[src/rtl/seg_scan_ctrl_if.sv]
// Bus bundle for the eight-digit seven-segment scan controller.
// The master side supplies display data and the load strobe; the slave
// side (the controller) returns the digit select, segment/anode drive
// and the frame/pending status flags.
interface seg_scan_ctrl_if;
   logic        load;
   logic [31:0] data;
   logic [7:0]  digit_en;
   logic [7:0]  dp_in;
   logic [2:0]  sel;
   logic [7:0]  an;
   logic [6:0]  seg;
   logic        dp_n;
   logic        frame_done;
   logic        busy_pend;

   modport master (
      output load, data, digit_en, dp_in,
      input  sel, an, seg, dp_n, frame_done, busy_pend
   );

   modport slave (
      input  load, data, digit_en, dp_in,
      output sel, an, seg, dp_n, frame_done, busy_pend
   );
endinterface

[src/rtl/seg_scan_ctrl.sv]
// Scan controller for an 8-digit multiplexed seven-segment display.
// Each digit slot lasts REFRESH_DIV cycles: BLANK_CYC cycles with every
// anode off (dead time against ghosting), then the digit is shown.
// Display data is double-buffered: a load lands in a pending buffer that
// is copied to the active buffer only when the scan wraps from digit 7 to
// digit 0, so a frame never mixes old and new digits.
// Anode/segment/dp outputs are registered and trail the scan state by one
// cycle.
module seg_scan_ctrl #(
   parameter int REFRESH_DIV = 100000,
   parameter int BLANK_CYC   = 1000,
   parameter int CNT_W       = 17
) (
   input  logic               clk,
   input  logic               rst_n,
   seg_scan_ctrl_if.slave     bus
);

   typedef enum logic {
      BLANK = 1'b0,
      SHOW  = 1'b1
   } state_t;

   localparam logic [CNT_W-1:0] SLOT_LAST  = CNT_W'(REFRESH_DIV - 1);
   localparam logic [CNT_W-1:0] BLANK_LAST = CNT_W'(BLANK_CYC - 1);

   // scan state
   state_t           state;
   state_t           state_nx;
   logic [CNT_W-1:0] cnt;
   logic [CNT_W-1:0] cnt_nx;
   logic [2:0]       sel;
   logic [2:0]       sel_nx;
   logic             frame_end;

   // display buffers
   logic [31:0]      act_data;
   logic [7:0]       act_en;
   logic [7:0]       act_dp;
   logic [31:0]      pend_data;
   logic [7:0]       pend_en;
   logic [7:0]       pend_dp;
   logic             busy;

   // output decode and its register stage
   logic [3:0]       nib;
   logic [7:0]       an_p0;
   logic [6:0]       seg_p0;
   logic             dp_n_p0;
   logic [7:0]       an_p1;
   logic [6:0]       seg_p1;
   logic             dp_n_p1;
   logic             frame_done_p1;

   // Active-low segment pattern {g,f,e,d,c,b,a} for one hex digit.
   function automatic logic [6:0] hex2seg(input logic [3:0] hex);
      logic [6:0] pat;
      case (hex)
         4'h0:    pat = 7'h40;
         4'h1:    pat = 7'h79;
         4'h2:    pat = 7'h24;
         4'h3:    pat = 7'h30;
         4'h4:    pat = 7'h19;
         4'h5:    pat = 7'h12;
         4'h6:    pat = 7'h02;
         4'h7:    pat = 7'h78;
         4'h8:    pat = 7'h00;
         4'h9:    pat = 7'h10;
         4'hA:    pat = 7'h08;
         4'hB:    pat = 7'h03;
         4'hC:    pat = 7'h46;
         4'hD:    pat = 7'h21;
         4'hE:    pat = 7'h06;
         default: pat = 7'h0E;
      endcase
      return pat;
   endfunction

   // Scan state register: slot phase, slot counter and digit select.
   always_ff @(posedge clk) begin
      if (!rst_n) begin
         state <= BLANK;
         cnt   <= '0;
         sel   <= 3'd0;
      end else begin
         state <= state_nx;
         cnt   <= cnt_nx;
         sel   <= sel_nx;
      end
   end

   // Next-state logic plus decode of what the display should show now.
   // The counter runs through the whole slot; only the phase changes at
   // the end of the dead time, and the slot end advances the digit.
   always_comb begin
      state_nx  = state;
      cnt_nx    = cnt + 1'b1;
      sel_nx    = sel;
      frame_end = 1'b0;
      an_p0     = 8'hFF;
      seg_p0    = 7'h7F;
      dp_n_p0   = 1'b1;
      nib       = act_data[{sel, 2'b00} +: 4];

      case (state)
         BLANK: begin
            if (cnt == BLANK_LAST) begin
               state_nx = SHOW;
            end
         end
         SHOW: begin
            if (act_en[sel]) begin
               an_p0   = 8'(~(8'h01 << sel));
               seg_p0  = hex2seg(nib);
               dp_n_p0 = ~act_dp[sel];
            end
            if (cnt == SLOT_LAST) begin
               cnt_nx    = '0;
               state_nx  = BLANK;
               sel_nx    = sel + 3'd1;
               frame_end = (sel == 3'd7);
            end
         end
         default: begin
            state_nx = BLANK;
            cnt_nx   = '0;
         end
      endcase
   end

   // Double buffer: loads fill pending; the frame boundary commits it.
   // A load that coincides with the boundary bypasses pending entirely.
   always_ff @(posedge clk) begin
      if (!rst_n) begin
         act_data  <= '0;
         act_en    <= '0;
         act_dp    <= '0;
         pend_data <= '0;
         pend_en   <= '0;
         pend_dp   <= '0;
         busy      <= 1'b0;
      end else if (frame_end && bus.load) begin
         act_data  <= bus.data;
         act_en    <= bus.digit_en;
         act_dp    <= bus.dp_in;
         busy      <= 1'b0;
      end else if (frame_end && busy) begin
         act_data  <= pend_data;
         act_en    <= pend_en;
         act_dp    <= pend_dp;
         busy      <= 1'b0;
      end else if (bus.load) begin
         pend_data <= bus.data;
         pend_en   <= bus.digit_en;
         pend_dp   <= bus.dp_in;
         busy      <= 1'b1;
      end
   end

   // ---- stage p0 -> p1: register the display drive and frame pulse ----
   // Output register stage for anodes, segments, dp and the frame pulse.
   always_ff @(posedge clk) begin
      if (!rst_n) begin
         an_p1         <= 8'hFF;
         seg_p1        <= 7'h7F;
         dp_n_p1       <= 1'b1;
         frame_done_p1 <= 1'b0;
      end else begin
         an_p1         <= an_p0;
         seg_p1        <= seg_p0;
         dp_n_p1       <= dp_n_p0;
         frame_done_p1 <= frame_end;
      end
   end

   assign bus.sel        = sel;
   assign bus.an         = an_p1;
   assign bus.seg        = seg_p1;
   assign bus.dp_n       = dp_n_p1;
   assign bus.frame_done = frame_done_p1;
   assign bus.busy_pend  = busy;

endmodule

[src/flat_wrapper.sv]
// flat-port wrapper written by rule: the top's interface ports become plain ports
module seg_scan_ctrl_flat 
#(
   parameter int REFRESH_DIV = 100000,
   parameter int BLANK_CYC   = 1000,
   parameter int CNT_W       = 17
)
  (clk, rst_n, bus_load, bus_data, bus_digit_en, bus_dp_in, bus_sel, bus_an, bus_seg, bus_dp_n, bus_frame_done, bus_busy_pend);
  seg_scan_ctrl_if bus_i ();
  input  logic clk;
  input  logic rst_n;
  input wire logic [$bits(bus_i.load)-1:0] bus_load;
  input wire logic [$bits(bus_i.data)-1:0] bus_data;
  input wire logic [$bits(bus_i.digit_en)-1:0] bus_digit_en;
  input wire logic [$bits(bus_i.dp_in)-1:0] bus_dp_in;
  output wire logic [$bits(bus_i.sel)-1:0] bus_sel;
  output wire logic [$bits(bus_i.an)-1:0] bus_an;
  output wire logic [$bits(bus_i.seg)-1:0] bus_seg;
  output wire logic [$bits(bus_i.dp_n)-1:0] bus_dp_n;
  output wire logic [$bits(bus_i.frame_done)-1:0] bus_frame_done;
  output wire logic [$bits(bus_i.busy_pend)-1:0] bus_busy_pend;
  assign bus_i.load = bus_load;
  assign bus_i.data = bus_data;
  assign bus_i.digit_en = bus_digit_en;
  assign bus_i.dp_in = bus_dp_in;
  assign bus_sel = bus_i.sel;
  assign bus_an = bus_i.an;
  assign bus_seg = bus_i.seg;
  assign bus_dp_n = bus_i.dp_n;
  assign bus_frame_done = bus_i.frame_done;
  assign bus_busy_pend = bus_i.busy_pend;
  seg_scan_ctrl #(.REFRESH_DIV(REFRESH_DIV), .BLANK_CYC(BLANK_CYC), .CNT_W(CNT_W)) u_core (.clk(clk), .rst_n(rst_n), .bus(bus_i));
endmodule
[config.mk]
export PLATFORM = sky130hd
export DESIGN_NAME = seg_scan_ctrl_flat
export DESIGN_NICKNAME = d
export VERILOG_FILES = /design/src/rtl/seg_scan_ctrl_if.sv /design/src/rtl/seg_scan_ctrl.sv /design/src/flat_wrapper.sv
export SDC_FILE = /design/constraint.sdc
export NUM_CORES = 1
export LEC_CHECK = 0
export ABC_CLOCK_PERIOD_IN_PS = 5500
export CELL_PAD_IN_SITES_DETAIL_PLACEMENT = 1
export CELL_PAD_IN_SITES_GLOBAL_PLACEMENT = 1
export CORE_MARGIN = 2
export CORE_UTILIZATION = 35
export CTS_CLUSTER_SIZE = 10
export DETAILED_ROUTE_END_ITERATION = 10
export DONT_BUFFER_PORTS = 1
export PLACE_DENSITY = 0.72
export SETUP_SLACK_MARGIN = 0.05
export SYNTH_ARGS = -nofsm -noshare
export SYNTH_HDL_FRONTEND = slang
export SYNTH_SLANG_ARGS = --single-unit
[constraint.sdc]
create_clock -name clk -period 5.5 [get_ports clk]
set_input_delay 0.825 -clock clk [delete_from_list [all_inputs] [get_ports clk]]
set_output_delay 0.825 -clock clk [all_outputs]
set_load 0.02 [all_outputs]
==> key figures, run 1 <==
Synth
  • Number of flops mapped to enable cells by yosys: 0
  • Mapped Cells: 715
  • Synth Net Count: 779
  • Register area share after synthesis: 44.2%
  • Netlist cell types: 46
  • Avg Inst Size Synth: 8.54 sq um
  • Top_reg_cell synth: dfxtp_1
  • Seq cells post-synth: 135
  • Mapped Area: ~6000 sq um
  • Yosys top cell area share: 44.2%
  • Synth warnings: 0
  • Fraction of registers with async set or reset after synthesis: 0%
  • Synth area leaders: dfxtp_1, nand2_1, o32ai_1, nand3_1, o21ai_0
  • Synth area leader: dfxtp_1

Final layout
  • Area Growth Syn to Fin: 9.16%
  • Share of cells above drive strength 1: 8.75%
  • Post-Layout Cell Count: 911
  • Most common cell after layout, fill and taps aside: nand2_1
  • Non-Filler Cell Area, Final: 6670 sq um
  • Most frequent cells in the layout: nand2_1, dfxtp_1, nand3_1, nor2_1, o21ai_0
  • Layout Nets: 741
  • Ant diodes: 0

Floorplanning
  • Std cell rows: 48
  • Die H: 136 um
  • CORE AREA: 17200 sq um
  • Starting Density: 35.6%
  • Die X: 136 um
  • Die ar.: approximately 19000 sq um
  • Ports: 72

Run status
  • Outcome: finished, final reports clean

Global route
  • First-pass GRT wire length: 27100 um
  • Number of global-route vias before repair: between 5000 and 6000
  • Gr usage total: 18.7%
  • Pin count of the biggest net entering global routing: 150
  • Initial antenna violation count: 0
  • GRT overflow: 0

CTS
  • CTS tree: yes
  • Clock latency on the worst-skew pair: 0.42 ns
  • TritonCTS Sinks: between 100 and 150
  • CTS resizes: 0
  • CTS Buf Count: 17
  • Clock slew at reported path FFs: 0.06 ns
  • CTS Hold Bufs: 0
  • H-tree depth: 4
  • Setup bufs post-CTS: 0
  • Clock buffer depth: 2
  • CTS root buffer: clkbuf_16

Worst setup path
  • Reg2Reg Depth: 6
  • R2r endpoint: u_core.bus.seg[0]
  • R2r startpoint: u_core.bus.sel[0]
  • Worst setup path class: reg -> reg
  • Crit Path Max Fanout: 13
  • CP endpoint: u_core.bus.seg[0]
  • Crit path arrival time: roughly 3.5 ns
  • Worst reg-to-reg setup slack: 2.30 ns
  • Critical Path Start: u_core.bus.sel[0]
  • Crit start category: flip-flop
  • Worst EP required: 5.77 ns
  • Critical path endpoint category: flip-flop

Placement
  • Routability cong.: 0.813
  • Placed Cells: 883
  • Dpl hpwl: 10700 um
  • Placed Area: between 6000 and 7000 sq um
  • Number of port buffers: 0

Drt
  • Total iterations of the first detailed-routing run: 4
  • DRT iter0 DRCs: 348
  • Number of vias per cell: 5.52
  • Total wire length: 16400 um
  • Post-DRT Antenna Nets: 0
  • Via count: 5031
  • Drt drc: 0
  • Wire per inst: 18.0 um

STA
  • Tmin final: 3.20 ns
  • Rel. slew slack: 17.3%
  • Fmax achieved: 313 MHz
  • Final hold vios: 0
  • Max-slew violation count: 0
  • Hold Slack: 0.465 ns
  • Worst Tran Pin Value: roughly 1.2 ns
  • # setup viols final: 0
  • RSZ-0062 raised after global routing: false
  • Layout Skew: between 0.005 and 0.006 ns
  • Final TNS setup: 0 ns
  • Tcrit/Tclk final: 58.1%

Pwr
  • Max VDD drop: between 0.0002 and 0.00025 V
  • Leak: ~2.2 nW
  • Pwr Total: ~2.1 mW
  • PD cells: 311 nW/um^2

Run
  • Max-cap violations: 0

Worst hold path
  • Hold Path Class: reg -> reg
[registers in the layout, indices dropped and copies added, names as in the netlist, 3 cells and up]
register / count
u_core.act_dp: 8
u_core.act_data: 32
u_core.act_en: 8
u_core.pend_dp: 8
u_core.pend_en: 8
u_core.bus.an: 8
u_core.pend_data: 32
u_core.bus.seg: 7
u_core.cnt: 17
u_core.bus.sel: 3
[power breakdown]
group | switching [mW] | internal, mW | leakage, nW
registers | 0.0126 | 1.00 | 1.10
clock network | 0.400 | 0.583 | 0.251
logic | 0.0511 | 0.0258 | 0.879
[cell families after synthesis]
group	Yosys count	synth area share, %
simple gates	293	21.1
mux	20	5.39
flops	135	44.2
fa+ha+maj	13	2.66
buf+inv	76	5.33
compound gates	162	19.0
xor+xnor	16	2.29
[routing by layer]
| metal | global-route usage (%) | share of wire, % | vias to the layer above |
|---|---|---|---|
| met5 | 0 | 0 | - |
| met4 | 5.84 | 1.4 | 0 |
| met3 | 5.63 | 4.7 | 19 |
| met2 | 31.2 | 49 | 85 |
| met1 | 23.2 | 45 | 2470 |
| li1 | - | - | 2457 |
[metrics by stage]
step / setup slack [ns] / util, %
floorplan: 3.00 / -
global placement: 2.54 / 35.9
detailed placement: 2.33 / 35.9
CTS: 2.30 / 38.8
global route: 2.02 / 38.8
finish: 2.30 / 38.8
[critical path, cell delays in order (launching register included)]
cell     delay (ns)
dfxtp_1        0.53
buf_4          0.36
mux4_2         0.54
mux2i_1        0.85
o21ai_0        0.42
a21oi_1        0.25
o31ai_1        0.08
[synth_stat cells (3+ instances only)]
master / count
o32ai_1: 39
a22oi_1: 25
inv_1: 12
buf_2: 11
nor4_1: 5
mux4_2: 10
nand3_1: 58
o21ai_0: 49
nor3b_1: 3
nand2_1: 149
buf_4: 3
clkbuf_1: 45
xor2_1: 3
xnor2_1: 13
nor3_1: 9
mux2i_1: 7
mux2_2: 3
o32ai_2: 9
nor2_1: 52
a21oi_1: 27
o221ai_1: 5
dfxtp_1: 135
ha_1: 13
[layout make-up]
type | instances | area [sq um]
Timing Repair Buffer | 5 | 37.5
Inverter | 14 | 52.6
Tap cell | 225 | 282
Fill cell | 2060 | 10500
Clock inverter | 6 | 30.0
Clock buffer | 22 | 464
Sequential cell | 135 | 2700
Multi-Input combinational cell | 504 | 3100
[how the worst min path moves through the flow]
stage	cells after the start	from	slack (ns)	to
final	2	u_core.pend_en[1]	0.47	u_core.pend_en[1]
after global routing	2	u_core.pend_en[0]	0.50	u_core.pend_en[0]
after CTS	2	u_core.pend_en[1]	0.47	u_core.pend_en[1]
after detailed placement	2	u_core.pend_en[1]	0.46	u_core.pend_en[1]
after global placement	2	u_core.pend_en[1]	0.44	u_core.pend_en[1]
after floorplan	2	u_core.pend_en[0]	0.44	u_core.pend_en[0]
No activity file was read; power rests on OpenSTA's default activity.
==> run 2: changes to the inputs <==
--- a/config.mk
+++ b/config.mk
@@ -5,7 +5,7 @@
 export SDC_FILE = /design/constraint.sdc
 export NUM_CORES = 1
 export LEC_CHECK = 0
-export ABC_CLOCK_PERIOD_IN_PS = 5500
+export ABC_CLOCK_PERIOD_IN_PS = 3200
 export CELL_PAD_IN_SITES_DETAIL_PLACEMENT = 1
 export CELL_PAD_IN_SITES_GLOBAL_PLACEMENT = 1
 export CORE_MARGIN = 2
==> constraint.sdc (replaced) <==
create_clock -name clk -period 3.2 [get_ports clk]
set_input_delay 0.48 -clock clk [delete_from_list [all_inputs] [get_ports clk]]
set_output_delay 0.48 -clock clk [all_outputs]
set_load 0.02 [all_outputs]
==> run 2 against run 1 <==
Maximum frequency up 20%. Clock power up 78%. Non-clock buffer count increased by 3.
==> key figures, run 2 (synthesis gave the netlist of run 1 again) <==
Floorplanning
  • Die X: about 140 um
  • CORE AREA: 17200 sq um
  • Die H: 136 um
  • Std cell rows: 48
  • Ports: 72
  • Starting Density: 35.6%
  • Die ar.: between 15000 and 20000 sq um

Pwr
  • P_int: 2.80 mW
  • PD cells: between 500 and 600 nW/um^2
  • Sw frac: 22.6%
  • Leak: 2.26 nW
  • Clock power share: a little under 50%
  • Logic gate share of total power: 3.7%
  • Pwr Total: 3.62 mW
  • NetSw: slightly above 0.8 mW
  • Max VDD drop: 0.000373 V
  • Sequential Power Share: 48.1%

STA
  • Rel. slew slack: 26.3%
  • Final TNS setup: 0 ns
  • RSZ-0062 raised after global routing: false
  • Fmax achieved: 374 MHz
  • Tcrit/Tclk final: ~84%
  • Final hold vios: 0
  • Max-slew violation count: 0
  • # setup viols final: 0
  • Tmin final: 2.67 ns
  • Worst Tran Pin Value: 1.10 ns
  • Layout Skew: 0.0114 ns

Global route
  • Gr usage total: 18.7%
  • Initial antenna violation count: 0
  • Pin count of the biggest net entering global routing: 150
  • Number of global-route vias before repair: 5419
  • First-pass GRT wire length: 27300 um
  • GRT overflow: 0

Worst setup path
  • Worst setup path class: reg -> reg
  • Crit Path Max Fanout: 12
  • Crit start category: flip-flop
  • Worst EP required: 3.54 ns
  • Crit path arrival time: between 3 and 4 ns
  • Critical path endpoint category: flip-flop

CTS
  • CTS resizes: 0
  • Clock latency on the worst-skew pair: 0.43 ns
  • CTS Buf Count: 17
  • Setup bufs post-CTS: 0
  • Clock slew at reported path FFs: approximately 0.060 ns
  • CTS Hold Bufs: 0
  • Clock buffer depth: 2
  • CTS root buffer: clkbuf_16
  • TritonCTS Sinks: ~140
  • CTS tree: yes
  • H-tree depth: 4

Drt
  • Via count: 5121
  • Metal2 WL: ~8000 um
  • Number of vias per cell: 5.58
  • DRT iter0 DRCs: 281
  • Drt drc: 0
  • Met3 WL post-DR: around 960 um
  • Wire per inst: 17.8 um
  • Total wire length: 16400 um
  • Total iterations of the first detailed-routing run: 4
  • Post-Route M1 WL: 7100 um
  • Post-DRT Antenna Nets: 0
  • Top Layer Used: met4

Final layout
  • Multi-input gate area: between 3000 and 4000 sq um
  • Top flop regs: u_core.act_data: 32 flops, u_core.pend_data: 32 flops, u_core.cnt: 17 flops
  • Layout Nets: 744
  • Most frequent cells in the layout: nand2_1, dfxtp_1, nand3_1, nor2_1, o21ai_0
  • Ant diodes: 0
  • Most common cell after layout, fill and taps aside: nand2_1
  • Register Area: 2700 sq um
  • Area Growth Syn to Fin: 10.5%
  • Share of cells above drive strength 1: 9.68%
  • Fillers: 2054

Run
  • Max-cap violations: 0

Run status
  • Outcome: finished, final reports clean

Placement
  • Number of port buffers: 0
  • Dpl hpwl: 11000 um
  • Routability cong.: 0.842

Worst hold path
  • Hold Path Class: in -> reg
-- run 2: path summary, 6_finish.rpt --
path	startpoint	to	slack [ns]	depth (start not counted)
setup / recovery	u_core.bus.sel[0]	u_core.bus.seg[3]	0.53	7
hold / removal	bus_digit_en[1]	u_core.pend_en[1]	0.19	2
hold reg to reg	u_core.pend_en[1]	u_core.pend_en[1]	0.47	2
setup reg to reg	u_core.bus.sel[0]	u_core.bus.seg[3]	0.53	7
-- run 2: power by group through the flow --
| stage | combinational [mW] | sequential (mW) | clock [mW] |
|---|---|---|---|
| 2_1_floorplan | 0.138 | 1.77 | 0 |
| 3_3_place_gp | 0.128 | 1.78 | 0 |
| 3_5_place_dp | 0.135 | 1.78 | 0 |
| 4_1_cts | 0.136 | 1.74 | 1.79 |
| 5_1_grt | 0.153 | 1.75 | 1.87 |
| 6_report | 0.133 | 1.74 | 1.75 |
-- run 2: area by class of cell --
type,count,area share [%]
clock buffers,22,7.03
inverters,14,0.779
clock inverters,9,0.779
repair buffers,8,1.26
multi-input cells,504,45.9
flip-flops and latches,135,40.1
well taps,225,4.17
-- run 2: metal layers --
metal / vias to the layer above / track usage [%]
met2: 106 / 30.7
met1: 2519 / 23.0
met4: 0 / 6.48
li1: 2478 / -
met5: - / 0
met3: 18 / 6.11
-- run 2: critical path, stage by stage (launching register included) --
cell and delay, ns:
dfxtp_1 0.73, mux4_2 0.60, mux2_2 0.34, inv_1 0.15, ha_1 0.28, nor3_1 0.24
a211oi_1 0.06, o21ai_0 0.18
-- run 2: metrics by stage --
step	std cells	instance area (sq um)	worst slack, ns	utilization, %	hold WS (ns)
6_report	917	6750	0.526	39.3	0.187
5_1_grt	917	6750	0.339	39.3	0.175
4_1_cts	917	6750	0.516	39.3	0.166
3_5_place_dp	886	6220	0.561	36.2	0.457
3_3_place_gp	886	6220	0.733	36.2	0.444
2_1_floorplan	715	6110	0.698	-	0.437
==> run 3: changes to the inputs <==
--- a/config.mk
+++ b/config.mk
@@ -5,7 +5,7 @@
 export SDC_FILE = /design/constraint.sdc
 export NUM_CORES = 1
 export LEC_CHECK = 0
-export ABC_CLOCK_PERIOD_IN_PS = 3200
+export ABC_CLOCK_PERIOD_IN_PS = 2500
 export CELL_PAD_IN_SITES_DETAIL_PLACEMENT = 1
 export CELL_PAD_IN_SITES_GLOBAL_PLACEMENT = 1
 export CORE_MARGIN = 2
==> constraint.sdc (replaced) <==
create_clock -name clk -period 2.5 [get_ports clk]
set_input_delay 0.375 -clock clk [delete_from_list [all_inputs] [get_ports clk]]
set_output_delay 0.375 -clock clk [all_outputs]
set_load 0.02 [all_outputs]
==> run 3 against run 2 <==
Utilization up 1.5 points. Setup slack got worse by 0.33 ns. Final cell count is 1.7% higher. Clock power grew 58%. Maximum frequency increased by 16%. Die area did not move. Clock skew down 0.0020 ns. Total power grew 43%. Critical path depth down 2. Design area grew 3.7%. Non-clock buffer count grew 16.
==> key figures, run 3 (synthesis gave the netlist of run 1 again) <==
Final layout
  • Share of cells above drive strength 1: 12.4%
  • Layout Nets: 760
  • Fillers: 1992
  • Non-Filler Cell Area, Final: ~7000 sq um
  • Most frequent cells in the layout: nand2_1, dfxtp_1, nand3_1, nor2_1, o21ai_0
  • Top flop regs: u_core.act_data: 32 flops, u_core.pend_data: 32 flops, u_core.cnt: 17 flops
  • Area Growth Syn to Fin: 14.6%
  • Final Util: 40.8%
  • Most common cell after layout, fill and taps aside: nand2_1
  • Ant diodes: 0

Drt
  • Total wire length: 17400 um
  • Wire per inst: between 15 and 20 um
  • Drt drc: 0
  • Number of vias per cell: 5.56
  • Post-DRT Antenna Nets: 0
  • Total iterations of the first detailed-routing run: 5
  • Via count: 5189
  • DRT iter0 DRCs: 335

Worst setup path
  • R2r startpoint: u_core.cnt[12]
  • Crit path arrival time: 2.63 ns
  • Critical Path Start: u_core.cnt[12]
  • Worst setup path class: reg -> reg
  • Critical path endpoint category: flip-flop
  • Crit Path Max Fanout: 36
  • Crit start category: flip-flop
  • Worst EP required: 2.82 ns

Pwr
  • Max VDD drop: 0.000539 V
  • PD cells: 741 nW/um^2
  • Logic gate share of total power: 3.6%
  • Sw frac: 21.8%
  • Clock power share: 53.3%
  • Leak: 2.40 nW
  • Sequential Power Share: 43.1%
  • NetSw: 1.13 mW
  • P_int: between 4 and 5 mW
  • Pwr Total: 5.19 mW

Worst hold path
  • Hold Path Class: in -> reg
  • Hold_sp: bus_data[19]

Floorplanning
  • Std cell rows: 48
  • CORE AREA: 17200 sq um
  • Die X: around 140 um
  • Die H: 136 um
  • Starting Density: 35.6%
  • Die ar.: 18500 sq um
  • Ports: 72

CTS
  • Clock latency on the worst-skew pair: 0.44 ns
  • TritonCTS Sinks: 135
  • Clock slew at reported path FFs: 0.06 ns
  • Clock buffer depth: 2
  • CTS Buf Count: 17
  • CTS tree: yes
  • H-tree depth: 4
  • CTS root buffer: clkbuf_16

STA
  • RSZ-0062 raised after global routing: false
  • Layout Skew: 0.00939 ns
  • Max-slew violation count: 0
  • Tmin final: 2.31 ns
  • # setup viols final: 0
  • Fmax achieved: roughly 430 MHz
  • Final TNS setup: 0 ns
  • Hold Slack: 0.0759 ns
  • Worst Tran Pin Value: roughly 0.65 ns
  • Tcrit/Tclk final: 92.3%
  • Rel. slew slack: 56.8%
  • Final hold vios: 0

Placement
  • Routability cong.: just under 0.8
  • Placed Area: ~6300 sq um
  • Number of port buffers: 0
  • Dpl hpwl: between 10000 and 15000 um

Global route
  • First-pass GRT wire length: 27500 um
  • Initial antenna violation count: 0
  • GRT overflow: 0
  • Gr usage total: 19.1%
  • Number of global-route vias before repair: 5299
  • Pin count of the biggest net entering global routing: 150

Run status
  • Outcome: finished, final reports clean

Run
  • Max-cap violations: 0
run 3: cell types whose count changed in the layout (fill, tap and decap cells not counted), moves of 2 or more:
cell / previous run / this run
clkinv_2: 6 / 4
clkbuf_1: 2 / 0
bufinv_16: 0 / 5
dfxtp_1: 135 / 133
clkbuf_8: 3 / 1
buf_4: 6 / 21
run 3: final cells by class:
type	count	area [sq um]	share of cell area [%]
clock buffers	18	439	6.27
clock inverters	13	203	2.90
flip-flops and latches	135	2710	38.7
multi-input cells	504	3100	44.3
well taps	225	282	4.02
repair buffers	24	214	3.06
inverters	14	52.6	0.751
run 3: repair_timing:
| item | in CTS | in global routing |
|---|---|---|
| setup buffers | 0 | 6 |
| resized for setup | 0 | 7 |
| endpoints found under the setup margin | 0 | 90 |
| hold buffers | 0 | 0 |
run 3: per-stage QoR:
| step | setup WS, ns | std cells |
|---|---|---|
| after detailed placement | 0.0827 | 894 |
| final | 0.194 | 933 |
| after global routing | 0.0669 | 933 |
| after floorplan | 0.0978 | 715 |
| after CTS | 0.0589 | 925 |
| after global placement | 0.183 | 894 |
run 3: worst paths after layout:
path | slack (ns) | cells past startpoint | to
setup reg to reg | 0.19 | 5 | u_core.act_data[5]
hold / removal | 0.08 | 2 | u_core.pend_data[19]
setup / recovery | 0.19 | 5 | u_core.act_data[5]
hold reg to reg | 0.47 | 2 | u_core.pend_data[1]
run 3: power groups by stage:
stage,logic [mW],registers (mW),clock network [mW]
floorplan,0.176,2.27,0
global placement,0.163,2.28,0
detailed placement,0.172,2.28,0
CTS,0.172,2.24,2.83
global route,0.211,2.24,2.94
finish,0.186,2.24,2.77
run 3: per-layer routing:
layer | wire [um] | global-route usage (%) | vias to the layer above | share of wire, %
li1 | - | - | 2503 | -
met4 | 252 | 6.48 | 0 | 1.4
met5 | 0 | 0 | - | 0
met1 | 7580 | 23.4 | 2577 | 43
met3 | 845 | 6.38 | 23 | 4.9
met2 | 8750 | 31.5 | 86 | 50
run 3: critical path, stage by stage (launching register included):
cell and delay [ns]:
dfxtp_1 0.37, or4_4 0.57, nor4_4 0.30, nand4_2 0.24, buf_4 0.34, o32ai_1 0.37
